File: src/rtl/adc_seg_display.sv
// XADC sample to millivolt BCD converter (multiply, then double-dabble) driving
// a multiplexed 7-segment display that shows the value as volts, D.DDD.
module adc_seg_display #(
  parameter int SCAN_DIV = 100000
) (
  input  logic        CLK100MHZ,
  input  logic        CPU_RESETN,
  input  logic [15:0] sample_in,
  input  logic        sample_valid,
  output logic        busy,
  output logic [15:0] mv_bcd,
  output logic [7:0]  an,
  output logic [6:0]  seg,
  output logic        dp
);

  localparam int PW = $clog2(SCAN_DIV);
  localparam logic [PW-1:0] PRESC_MAX = PW'(SCAN_DIV - 1);

  typedef enum logic [1:0] {IDLE, MULT, SHIFT, DONE} state_t;

  state_t      state_q, state_d;
  logic        busy_q, busy_d;
  logic [11:0] code_q, code_d;
  logic [21:0] dd_q, dd_d;
  logic [3:0]  iter_q, iter_d;
  logic [15:0] mv_bcd_q, mv_bcd_d;
  logic [PW-1:0] presc_q, presc_d;
  logic [1:0]  idx_q, idx_d;
  logic [7:0]  an_q, an_d;
  logic [6:0]  seg_q, seg_d;
  logic        dp_q, dp_d;

  logic [21:0] prod;
  logic [11:0] bcd_adj;
  logic [3:0]  digit;
  logic        unused_bits;

  assign prod        = 22'(code_q) * 22'd1000;
  assign unused_bits = ^{sample_in[3:0], prod[11:0]};

  // dd_q holds {bcd[11:0], binary[9:0]}; correct each BCD nibble before the shift
  for (genvar gi = 0; gi < 3; gi++) begin : g_dabble
    assign bcd_adj[4*gi +: 4] = (dd_q[10+4*gi +: 4] >= 4'd5) ?
                                dd_q[10+4*gi +: 4] + 4'd3 : dd_q[10+4*gi +: 4];
  end

  // FSM: state register
  always_ff @(posedge CLK100MHZ) begin
    if (!CPU_RESETN) begin
      state_q <= IDLE;
      busy_q  <= 1'b0;
    end else begin
      state_q <= state_d;
      busy_q  <= busy_d;
    end
  end

  // FSM: next state
  always_comb begin
    state_d = state_q;
    case (state_q)
      IDLE:    if (sample_valid) state_d = MULT;
      MULT:    state_d = SHIFT;
      SHIFT:   if (iter_q == 4'd9) state_d = DONE;
      DONE:    state_d = IDLE;
      default: state_d = IDLE;
    endcase
  end

  // FSM: outputs
  always_comb begin
    busy_d = (state_d != IDLE);
  end

  always_comb begin
    code_d   = code_q;
    dd_d     = dd_q;
    iter_d   = iter_q;
    mv_bcd_d = mv_bcd_q;
    case (state_q)
      IDLE: if (sample_valid) code_d = sample_in[15:4];
      MULT: begin
        dd_d   = {12'h000, prod[21:12]};
        iter_d = 4'd0;
      end
      SHIFT: begin
        dd_d   = {bcd_adj[10:0], dd_q[9:0], 1'b0};
        iter_d = iter_q + 4'd1;
      end
      DONE:    mv_bcd_d = {4'h0, dd_q[21:10]};
      default: ;
    endcase
  end

  always_ff @(posedge CLK100MHZ) begin
    if (!CPU_RESETN) begin
      code_q   <= '0;
      dd_q     <= '0;
      iter_q   <= '0;
      mv_bcd_q <= '0;
    end else begin
      code_q   <= code_d;
      dd_q     <= dd_d;
      iter_q   <= iter_d;
      mv_bcd_q <= mv_bcd_d;
    end
  end

  function automatic logic [6:0] seg_decode(input logic [3:0] nib);
    case (nib)
      4'd0:    seg_decode = 7'h40;
      4'd1:    seg_decode = 7'h79;
      4'd2:    seg_decode = 7'h24;
      4'd3:    seg_decode = 7'h30;
      4'd4:    seg_decode = 7'h19;
      4'd5:    seg_decode = 7'h12;
      4'd6:    seg_decode = 7'h02;
      4'd7:    seg_decode = 7'h78;
      4'd8:    seg_decode = 7'h00;
      4'd9:    seg_decode = 7'h10;
      default: seg_decode = 7'h7F;
    endcase
  endfunction

  always_comb begin
    case (idx_q)
      2'd0:    digit = mv_bcd_q[3:0];
      2'd1:    digit = mv_bcd_q[7:4];
      2'd2:    digit = mv_bcd_q[11:8];
      default: digit = mv_bcd_q[15:12];
    endcase
  end

  // Scan runs independently of conversions; outputs lag idx/mv_bcd by one cycle
  always_comb begin
    presc_d = presc_q + 1'b1;
    idx_d   = idx_q;
    if (presc_q == PRESC_MAX) begin
      presc_d = '0;
      idx_d   = idx_q + 2'd1;
    end
    an_d  = ~(8'h01 << idx_q);
    seg_d = seg_decode(digit);
    dp_d  = (idx_q != 2'd3);
  end

  always_ff @(posedge CLK100MHZ) begin
    if (!CPU_RESETN) begin
      presc_q <= '0;
      idx_q   <= '0;
      an_q    <= 8'hFE;
      seg_q   <= 7'h40;
      dp_q    <= 1'b1;
    end else begin
      presc_q <= presc_d;
      idx_q   <= idx_d;
      an_q    <= an_d;
      seg_q   <= seg_d;
      dp_q    <= dp_d;
    end
  end

  assign busy   = busy_q;
  assign mv_bcd = mv_bcd_q;
  assign an     = an_q;
  assign seg    = seg_q;
  assign dp     = dp_q;

endmodule

File: config.mk
export PLATFORM = sky130hd
export DESIGN_NAME = adc_seg_display
export DESIGN_NICKNAME = d
export VERILOG_FILES = /design/src/rtl/adc_seg_display.sv
export SDC_FILE = /design/constraint.sdc
export NUM_CORES = 1
export LEC_CHECK = 0
export BUFFER_PORTS_ARGS = -buffer_cell sky130_fd_sc_hd__buf_2
export CORE_MARGIN = 10
export CORE_UTILIZATION = 50
export CTS_CLUSTER_DIAMETER = 80
export CTS_CLUSTER_SIZE = 8
export DETAILED_ROUTE_END_ITERATION = 12
export PLACE_DENSITY = 0.78
export SYNTH_ARGS = -nofsm -noshare
export SYNTH_HDL_FRONTEND = slang
export SYNTH_SLANG_ARGS = --single-unit
export TNS_END_PERCENT = 5
File: constraint.sdc
create_clock -name CLK100MHZ -period 4.78 [get_ports CLK100MHZ]
set_input_delay 0.478 -clock CLK100MHZ [delete_from_list [all_inputs] [get_ports CLK100MHZ]]
set_output_delay 0.478 -clock CLK100MHZ [all_outputs]
set_load 0.1 [all_outputs]
==> metrics.cfg <==
[status]
status = complete, no violations

[clock_network]
clkTransAtPathRegs_ps = 60
cts_setup_buffers = 0
insertion_delay_ps = 340
cts.repair.resized = 0
postCtsHoldBufs = 0
cts.htree.levels = 3
numClockSinks = 83
cts.path.max_buffers = 2
cts_root_buf = clkbuf_16
numCtsBuffers = 9
cts_tree = built

[routing]
dr.pass1.iters = 6
routed_wl_um = 12400
via_per_inst = 5.52
routed-via-count = 4536
postRouteAntennaNets = 0
route.detailed.drc = 0
wire_per_inst_um = 15.1
first_iter_violations = 310

[worst_setup_path]
cp-start-kind = register
cp_data_required_time_ps = 5000
cp.arrival_ps = 4630
critPathMaxFanout = 5
path_class = register to register
worst-r2r-cell-count = 14
worst_setup_path_end_kind = register

[yosys]
synth-edff-count = 0
ys_top_cells_by_count = dfxtp_1 (83), inv_1 (76), ha_1 (66)
syn_avg_cell_area_um2 = 9.09
synth.area.top_cells = dfxtp_1 (28%), ha_1 (14%), fa_1 (13%)
synth-seq-area-share_pct = 28.2
synth_most_common_cell = dfxtp_1
ys_seq_elements = 83
synthDistinctLibCells = 60
synth.top_cell.area_share_pct = 28.2
syn_inst = 648
yosys.area.top_type = dfxtp_1
synth_top_flop_cell = dfxtp_1
yosysWarnings = 0
synth_async_sr_flop_share_pct = 0
syn-cell-area_um2 = 5890

[floorplan]
start_util_pct = 51.4
coreArea_um2 = 11500
die_h_um = 129
rows = 39
dieArea_um2 = 16500
io_pins = 52
fp.dieW_um = 129

[timing]
rsz0062_at_grt = no
fin_crit_sh_pct = 92.2
worstMarginPinSlew_ps = 947
clock.fmax_mhz = 227
fin_worst_skew_ps = 8.01
final-hold-violation-count = 0
tns_ps = 0
drv_slew = 0
period_minus_slack_ps = 4410
finalSetupViolations = 0
maxSlewHeadroom_pct = 36.8

[power]
p_switching_w = 0.000703
seq_power_share_pct = 34.5
internal_power_w = 0.00146
combPwrFrac_pct = 28.7
total_power_w = 0.00217
swShare_pct = 32.5
power_frac_clock_pct = 36.8
p_leak_nw = 2.80
powerDensity_nw_per_um2 = 334
peakVddDrop_mv = 0.330

[place]
gp_congestion = 0.848
io_buffer_count = 39
place_hpwl_um = 9390

[global_routing]
antenna_found_initial = 0
grt_pass1_wl_um = 21800
grtUsageTotal_pct = 15.5
grt_max_degree = 55
grt_overflow_total = 0
grt_pass1_vias = 4664

[cells_and_area]
syn_to_final_growth_pct = 10.0
final_layout_size_suffix_gt1_share_pct = 9.14
finalNetCount = 795
multiInputGateArea_um2 = 3810
diodes = 0
fillers = 1013
seq_area_um2 = 1660

[worst_hold_path]
hold_depth = 3
hp-class = input port to register

[job]
cap_viol_max_count = 0

per-layer routing:
metal	global-route usage, %	wire [µm]	part of all wire (%)	up-vias
met1	19.5	5490	44	2211
met2	26.6	6270	51	92
met5	0	0	0	-
met3	2.71	446	3.6	12
met4	4.65	196	1.6	0
li1	-	-	-	2221
layout make-up:
type | instances | area share, %
inverter | 76 | 4.40
sequential | 83 | 25.6
clock inverter | 6 | 1.74
timing repair buffer | 40 | 3.13
clock buffer | 10 | 3.53
multi-input combinational | 463 | 58.8
tap | 143 | 2.76
flip-flops by register name, summed over array words and instances, names as in the netlist:
name	flops
an	4
busy	1
code_q	12
dd_q	22
idx_q	2
iter_q	4
mv_bcd	12
presc_q	17
seg	7
state_q	2
power by group through the flow:
stage                     sequential (W)  combinational, W  clock, W
after global placement          0.000760          0.000597         0
after CTS                       0.000747          0.000624  0.000806
after floorplan                 0.000763          0.000488         0
final                           0.000748          0.000621  0.000796
after detailed placement        0.000762          0.000618         0
after global routing            0.000752          0.000725  0.000837
layout by cell type, fill, tap and decap left out, types with 3 or more instances in the layout:
cell	synthesis	layout
dfxtp_1	83	83
inv_1	76	76
ha_1	66	66
nand2_1	62	62
buf_2	1	39
fa_1	37	37
nor2_1	36	36
nor2b_1	23	23
a21oi_1	20	20
mux2i_1	20	20
o21ai_0	18	18
nand3_1	17	17
xnor2_1	15	15
a21boi_0	13	13
and2_1	12	12
xor2_1	9	9
o2bb2ai_1	9	9
clkbuf_16	0	9
nor3_1	8	8
conb_1	2	8
nand4_1	7	7
o21a_1	6	6
o22ai_1	6	6
a22oi_1	5	5
o31ai_1	5	5
and4_1	5	5
a222oi_1	4	4
nand2b_1	4	4
o211ai_1	4	4
or2_2	3	3
a32oi_1	3	3
a21o_1	3	3
and3_1	3	3
bufinv_16	0	3
cell families after synthesis:
logic type	count (synthesis)	share of synthesized area, %
simple gates	192	16.2
compound gates	113	13.6
buf+inv	108	7.48
fa+ha+maj	103	26.6
flops	83	28.2
xor+xnor	25	3.95
mux	22	3.84
other cells	2	0.127
critical path: stages (launching register included):
cell,delay (ps)
dfxtp_1,420
inv_1,190
fa_1,530
fa_1,530
inv_1,60
fa_1,510
inv_1,60
fa_1,500
inv_1,40
ha_1,350
o21ai_0,100
nand2b_1,130
a311oi_1,580
or4_1,210
nand3_1,70
metrics by stage:
stage | cell area [µm²] | setup WS, ps | util, % | instances | hold slack, ps
2_1_floorplan | 5910 | 769 | - | 654 | 438
3_3_place_gp | 6140 | 518 | 53.5 | 805 | 456
3_5_place_dp | 6140 | 399 | 53.5 | 805 | 482
4_1_cts | 6480 | 389 | 56.5 | 821 | 384
5_1_grt | 6480 | 119 | 56.5 | 821 | 398
6_report | 6480 | 374 | 56.5 | 821 | 386
path summary, 6_finish.rpt:
path,start,to,slack (ps)
worst max-delay path,code_q[6],dd_q[5],370
worst min-delay path,sample_in[11],code_q[7],390
worst max register to register,code_q[6],dd_q[5],370
worst min register to register,presc_q[0],presc_q[0],490
Power figures use the tool's default switching activity.
